===== src/rtl/dco_tap_ctrl.sv =====
`default_nettype none
// ============================================================================
// dco_tap_ctrl : ring-DCO tap sequencer (code clamp, slew limit, en sequencing)
// Revision     : 1.0
// ============================================================================
module dco_tap_ctrl #(
  parameter int NTAPS     = 8,
  parameter int CODE_W    = 7,
  parameter int STEP_WAIT = 4
) (
  input  logic              clk,
  input  logic              rst,
  input  logic              en_req,
  input  logic [CODE_W-1:0] code_in,
  input  logic              code_valid,
  output logic              code_ready,
  output logic [NTAPS-1:0]  lambda,
  output logic              en,
  output logic [CODE_W-1:0] cur_code,
  output logic              busy,
  output logic              sat
);

  localparam int                CNT_W      = $clog2(STEP_WAIT + 1);
  localparam logic [CNT_W-1:0]  C_WAIT     = CNT_W'(STEP_WAIT);
  localparam logic [CNT_W-1:0]  C_WAIT_M1  = CNT_W'(STEP_WAIT - 1);
  localparam logic [CNT_W-1:0]  C_CNT_ONE  = CNT_W'(1);
  localparam logic [CODE_W-1:0] C_MAX_CODE = CODE_W'(NTAPS - 1);
  localparam logic [CODE_W-1:0] C_CODE_ONE = CODE_W'(1);
  localparam logic [NTAPS-1:0]  C_ONE      = NTAPS'(1);

  typedef enum logic [2:0] {
    ST_IDLE  = 3'd0,
    ST_START = 3'd1,
    ST_RUN   = 3'd2,
    ST_STEP  = 3'd3,
    ST_STOP  = 3'd4
  } state_t;

  state_t            r_state;
  logic [CNT_W-1:0]  r_cnt;
  logic [CODE_W-1:0] r_target;

  logic              w_sat_in;
  logic [CODE_W-1:0] w_clamp;
  logic              w_xfer;

  assign w_sat_in = (code_in > C_MAX_CODE);
  assign w_clamp  = w_sat_in ? C_MAX_CODE : code_in;

  // Ready only where a new code can be applied without disturbing a ramp or gating sequence.
  assign code_ready = !rst && ((r_state == ST_IDLE) ||
                               ((r_state == ST_RUN) && (cur_code == r_target)));
  assign w_xfer     = code_valid && code_ready;

  always_ff @(posedge clk) begin
    if (rst) begin
      r_state  <= ST_IDLE;
      r_cnt    <= '0;
      r_target <= '0;
      cur_code <= '0;
      lambda   <= C_ONE;
      en       <= 1'b0;
      busy     <= 1'b0;
      sat      <= 1'b0;
    end else begin
      if (w_xfer) begin
        r_target <= w_clamp;
        sat      <= w_sat_in;
      end
      case (r_state)
        ST_IDLE: begin
          if (w_xfer) begin
            cur_code <= w_clamp;
            lambda   <= C_ONE << w_clamp;
          end else if (r_target != cur_code) begin
            cur_code <= r_target;
            lambda   <= C_ONE << r_target;
          end
          // Loaded with the full wait so en rises STEP_WAIT+1 edges after the request.
          if (en_req) begin
            r_state <= ST_START;
            r_cnt   <= C_WAIT;
            busy    <= 1'b1;
          end
        end
        ST_START: begin
          if (!en_req) begin
            r_state <= ST_IDLE;
            busy    <= 1'b0;
          end else if (r_cnt == '0) begin
            r_state <= ST_RUN;
            en      <= 1'b1;
            busy    <= 1'b0;
          end else begin
            r_cnt <= r_cnt - C_CNT_ONE;
          end
        end
        ST_RUN: begin
          if (!en_req) begin
            r_state <= ST_STOP;
            r_cnt   <= C_WAIT_M1;
            en      <= 1'b0;
            busy    <= 1'b1;
          end else if (w_xfer && (w_clamp != cur_code)) begin
            r_state <= ST_STEP;
            r_cnt   <= C_WAIT_M1;
            busy    <= 1'b1;
          end
        end
        ST_STEP: begin
          if (!en_req) begin
            r_state <= ST_STOP;
            r_cnt   <= C_WAIT_M1;
            en      <= 1'b0;
            busy    <= 1'b1;
          end else if (cur_code == r_target) begin
            r_state <= ST_RUN;
            busy    <= 1'b0;
          end else if (r_cnt == '0) begin
            r_cnt <= C_WAIT_M1;
            if (r_target > cur_code) begin
              cur_code <= cur_code + C_CODE_ONE;
              lambda   <= lambda << 1;
            end else begin
              cur_code <= cur_code - C_CODE_ONE;
              lambda   <= lambda >> 1;
            end
          end else begin
            r_cnt <= r_cnt - C_CNT_ONE;
          end
        end
        ST_STOP: begin
          if (r_cnt == '0) begin
            r_state <= ST_IDLE;
            busy    <= 1'b0;
          end else begin
            r_cnt <= r_cnt - C_CNT_ONE;
          end
        end
        default: begin
          r_state <= ST_IDLE;
          en      <= 1'b0;
          busy    <= 1'b0;
        end
      endcase
    end
  end

endmodule
`default_nettype wire


===== config.mk =====
export PLATFORM = sky130hd
export DESIGN_NAME = dco_tap_ctrl
export DESIGN_NICKNAME = d
export VERILOG_FILES = /design/src/rtl/dco_tap_ctrl.sv
export SDC_FILE = /design/constraint.sdc
export NUM_CORES = 1
export LEC_CHECK = 0
export CAP_MARGIN = 10
export CORE_MARGIN = 2
export CORE_UTILIZATION = 45
export DETAILED_ROUTE_END_ITERATION = 10
export PLACE_DENSITY_LB_ADDON = 0.3
export SETUP_SLACK_MARGIN = 0.15
export SLEW_MARGIN = 20
export SYNTH_ARGS = -nofsm -noshare
export SYNTH_HDL_FRONTEND = slang
export SYNTH_SLANG_ARGS = --single-unit

===== constraint.sdc =====
create_clock -name clk -period 4.13 [get_ports clk]
set_input_delay 0.826 -clock clk [delete_from_list [all_inputs] [get_ports clk]]
set_output_delay 0.826 -clock clk [all_outputs]
set_load 0.01 [all_outputs]

Yosys cells after proc, flatten, opt, wreduce, memory -nomap -nowiden:

Index checks and enable logic that the tools add are counted.
Widths: inputs -> output; s select.

* input port bits: 11
* flip-flop bits (word level): 31
* output and inout port bits: 19

* magnitude comparators: 2
* bitwise logic cells: 1
* add/subtract/negate cells: 3
* multiplexer cells: 44
* reduce and logical (&&, ||, !) cells: 17
* equal/unequal tests: 20
* shift operators: 2

Operators with widths (number)
* $mux 7: 7
* $mux 8: 6
* $mux 3: 15
* $pmux 3 s5: 2
* $ne 2x2->1 const B: 8
* $pmux 8 s2: 1
* $shl 1x7->8 const A: 2
* $reduce_and 5->1: 3
* $ne 7x7->1: 2
* $pmux 7 s2: 1
* $mux 1: 10
* $ne 3x3->1 const B: 3
* $add 7x1->7 const B: 1
* $eq 7x7->1: 1
* $gt 7x3->1 const B: 1
* $gt 7x7->1: 1
* $sub 7x1->7 const B: 1
* $eq 3x2->1 const B: 2
* $logic_not 3->1: 2
* $ne 3x2->1 const B: 2
* $pmux 1 s5: 1
* $reduce_bool 5->1: 1
* $logic_and 1x1->1: 4
* $reduce_and 4->1: 1
* other kinds (10): 11

Logic depth before layout (Yosys ltp):

* depth after elaboration: 9
* depth in mapped cells: 13
* depth with buffers taken out: 12

Worst setup path after synthesis:

OpenSTA, ideal clock, no wires.

* path type: reg-to-reg
* start point: reg cur_code[6]
* end point: reg cur_code[6]
* arrival time: 3.165 ns
* required time: 4.056 ns
* path buffers: 1
* clock period less this slack: 3.239 ns
* slack: 0.891 ns
* stages on the path, launching flop included: 14
* setup time: 0.074 ns
* cells stage by stage: dfxtp_1 inv_1 ha_1 nand4_1 nor2_1 o21bai_1 buf_2 ha_1 a21oi_1 nor2_1 a2111oi_0 xnor2_1 mux2_2 a31oi_1

* longest elaborated chain between the ends: 7
* elaborated cells between the ends (all ways): 18
* those cells by class: 2 x add/sub; 1 x order compare; 4 x eq/ne; 6 x mux; 5 x reduce/logical

RTL lines
* from (decl): RTL line 19 `output logic [CODE_W-1:0] cur_code,`
* from (signal assigned): RTL line 74 `cur_code <= w_clamp;`
* from (signal assigned): RTL line 77 `cur_code <= r_target;`
* from (signal assigned): RTL line 123 `cur_code <= cur_code + C_CODE_ONE;`
* branches (longest 7 deep; another with $sub 7x1->7)

Several ways; the timed one is not identified. The select of a mux whose other input is x is not followed.
A chain may end at the register's enable or synchronous reset.

Worst setup path in the final report:

Same ends and word-level chain as after synthesis.

==> results by group <==
Logic synthesis
  • Post-synthesis sequential area ratio: 28.33%
  • Synth Area in Compound Gates: 25.24%
  • Async SR Flop Fraction: 0%
  • Main combinational cell family by area after synthesis: compound AO/OA/AOI/OAI gates
  • Ys flop type: dfxtp_1
  • Syn Inst Count: 277
  • Multiplexer area fraction after synthesis: 4.854%
  • Adder-Cell Fraction of Synth Area: 8.909%
  • Post-synth EDFFs: 0
  • Synth warn: 0
  • Count of cell types in the netlist: 54
  • Post-synthesis net count: 303
  • Post-Synth XOR/XNOR Area: 2.798%
  • Synth Area in Simple Gates: 23.64%
  • Flops & latches, synth: 31
  • Netlist Area Pre-Place: 2191 um2
  • Synth Area per Inst: 7.909 um2

Routing
  • Vias per cell: 5.786
  • Routed WL per cell: 15.26 um
  • Iter 0 DRT Violations: 152
  • TritonRoute pass-1 iters: 5
  • DRC Markers: 0
  • Final ANT Viol Nets: 0
  • Drt total wl: 5646 um
  • Vias: 2141

Worst setup path
  • Crit. End Element: flop
  • CP arrival: 3.69 ns
  • WP data required: 4.34 ns
  • Critical path's most frequent cell: nor2_1
  • CP peak stage delay: 0.46 ns
  • Slowest CP cell: a2111oi_0
  • Crit path launch type: flop
  • Cells along the critical path: inv_1 > ha_1 > nand4_1 > nor2_1 > o21bai_1 > buf_4 > fa_1 > a21oi_1 > nor2_1 > a2111oi_0 > xnor2_1 > mux2_2 > a31oi_1
  • Kind of cell adding the most delay to the critical path: compound AO/OA/AOI/OAI gates
  • Worst Path Buf+Inv: 2
  • CP Class: flop to flop
  • Worst-path fanout max: 11

Placed design
  • Placement Setup Slack: 0.7005 ns
  • Final GP Congestion: 0.8770
  • Port Buf Inserts: 29
  • Hpwl dp: 4014 um

Timing
  • Fmax: 287.1 MHz
  • Slew headroom: 52.49%
  • Count of pins over their slew limit: 0
  • Hold Vio Cnt, Final: 0
  • Clock Skews: 0.003035 ns
  • Least-Margin Pin Slew: 0.7126 ns
  • Final min period: 3.483 ns
  • Final worst slack: 0.6466 ns
  • TNS Setup: 0 ns
  • RSZ-0062 raised after global routing: no
  • Period utilization: 84.34%
  • Final setup viols: 0

Clock tree
  • Clock root buffer: clkbuf_8
  • TritonCTS clock tree: done
  • CTS Buf Count: 5
  • Clock slew at reported path FFs: 0.06 ns
  • Clk Latency, worst-skew pair: 0.28 ns
  • Post-CTS sizing: 0
  • Hold buffers post-CTS: 0
  • CTS H-tree depth: 2
  • Post-CTS setup buffers: 0
  • Clk sinks: 31
  • Clock Tree Buf Depth: 2

Layout
  • N_diodes: 0
  • Fin nets: 328
  • Share of cells above drive strength 1: 7.591%
  • Area Growth Syn to Fin: 18.85%

Floorplan
  • Cell row count: 25
  • Top Ports: 30
  • Die Ht: 73.78 um
  • Die width: 73.78 um
  • Starting Density: 46.38%
  • Die area: 5443 um2
  • Area of the core: 4723 um2

Flow run
  • Number of max-cap violations: 0

Global routing
  • Largest net degree at the start of global routing: 33
  • All-Layer GR Usage: 21.82%
  • Vias in the first global route: 1920
  • First-pass GRT wire length: 9308 um
  • Grt total ovfl: 0
  • Initial antenna violation count: 0

Power and ir drop
  • Pwr dens: 486.2 nW/um2
  • Leak: 1.005 nW
  • Worst VDD drop: 313.6 uV

Worst hold path
  • Hold Path Class: flop to flop

Status
  • Status: completed
==> flip-flops by register name, indices dropped and copies added (netlist names) <==
register	cells
en	1
lambda	8
r_state	3
cur_code	7
busy	1
r_cnt	3
r_target	7
sat	1
==> Yosys cell counts (all sizes together), types with 3 or more instances <==
cell type | number | area share [%]
a211o | 4 | 1.7
a211oi | 8 | 3.0
a21oi | 20 | 4.6
a311oi | 4 | 1.6
a31oi | 10 | 2.9
a32oi | 3 | 1.2
and2 | 4 | 1.1
and3 | 6 | 1.7
buf | 4 | 1.4
clkbuf | 11 | 1.9
dfxtp | 31 | 28
ha | 14 | 8.0
inv | 17 | 2.9
mux2 | 5 | 2.6
mux2i | 5 | 2.3
nand2 | 14 | 2.5
nand2b | 3 | 0.86
nand3 | 12 | 2.7
nand3b | 5 | 1.7
nand4 | 3 | 0.86
nor2 | 31 | 5.8
nor2b | 3 | 0.86
nor3 | 6 | 1.4
o21ai | 15 | 3.4
o31ai | 3 | 1.0
or3 | 3 | 0.86
or4 | 3 | 1.2
xnor2 | 6 | 2.4
==> kinds of logic after synthesis <==
| logic type | after synthesis |
|---|---|
| multiplexers | 10 |
| buffers and inverters | 32 |
| adder cells (fa/ha/maj) | 15 |
| AND/OR/NAND/NOR | 99 |
| flip-flops | 31 |
| XOR/XNOR | 7 |
| AO/OA/AOI/OAI | 83 |
==> final timing paths <==
path               start          end  slack, ns  cells past startpoint
min reg2reg          sat          sat       0.50                      2
max reg2reg  cur_code[6]  cur_code[6]       0.65                     13
max          cur_code[6]  cur_code[6]       0.65                     13
min                  sat          sat       0.50                      2
==> metrics by stage <==
| step | util, % | area [um2] | hold WS, ns | total power, mW | instances |
|---|---|---|---|---|---|
| after global routing | 55.13 | 2604 | 0.5298 | 1.359 | 370 |
| after CTS | 55.13 | 2604 | 0.4989 | 1.260 | 370 |
| final | 55.13 | 2604 | 0.4954 | 1.266 | 370 |
| after floorplan | - | 2191 | 0.4641 | 0.8450 | 277 |
| after global placement | 53.40 | 2522 | 0.4865 | 1.019 | 362 |
| after detailed placement | 53.40 | 2522 | 0.4904 | 1.026 | 362 |
==> worst register-to-register path, cell delays in order (launching register included) <==
cell,delay (ns)
dfxtp_1,0.37
inv_1,0.09
ha_1,0.33
nand4_1,0.18
nor2_1,0.12
o21bai_1,0.29
buf_4,0.26
fa_1,0.40
a21oi_1,0.21
nor2_1,0.07
a2111oi_0,0.46
xnor2_1,0.19
mux2_2,0.35
a31oi_1,0.11
==> report_power, final <==
| part | internal [mW] | total (mW) | switching (mW) |
|---|---|---|---|
| logic | 0.294 | 0.648 | 0.354 |
| clock network | 0.118 | 0.232 | 0.114 |
| registers | 0.341 | 0.386 | 0.0451 |
| total | 0.753 | 1.27 | 0.513 |
==> routing by layer <==
metal  vias up  track usage, %  share of wire, %
li1       1074               -                 -
met1       986           30.95                49
met2        72           33.93                44
met3         9           4.801               6.2
met4         0           4.646              0.80
met5         -               0                 0
==> placed cells by master (no fill, tap or decap), types with 2 or more instances in the layout <==
cell type        synthesis  final
dfxtp_1                 31     31
nor4_1                   2      2
a31oi_1                 10     10
nand2_1                 13     13
nor2b_1                  3      3
a2111oi_0                2      2
a21o_1                   2      2
a211oi_1                 7      7
o21bai_1                 2      2
and3_1                   6      6
nand3b_1                 5      5
nand4_1                  3      3
o22ai_1                  2      2
mux2_2                   5      5
nor2_1                  29     29
or3_1                    3      3
o21ai_0                 13     13
clkbuf_1                11      2
and2_1                   4      4
a21oi_1                 20     20
mux2i_1                  5      5
ha_1                    14     14
buf_4                    0      4
nand3_1                 12     12
a32oi_1                  3      3
clkdlybuf4s50_1          0     29
nand2b_1                 3      3
o21ai_1                  2      2
a311oi_1                 4      4
xnor2_1                  6      6
o31ai_1                  3      3
inv_1                   17     17
nor3b_1                  2      2
nor3_1                   6      6
a221oi_1                 2      2
a211o_1                  3      3
clkbuf_8                 0      5
or4_1                    2      2
==> area by class of cell <==
class	instances	area (um2)
fillers	455	2120
multi-input cells	214	1434
well taps	67	83.83
repair buffers	33	320.3
flip-flops and latches	31	620.6
inverters	17	63.81
clock buffers	7	76.32
clock inverters	1	5.005
Power figures use the tool's default switching activity.
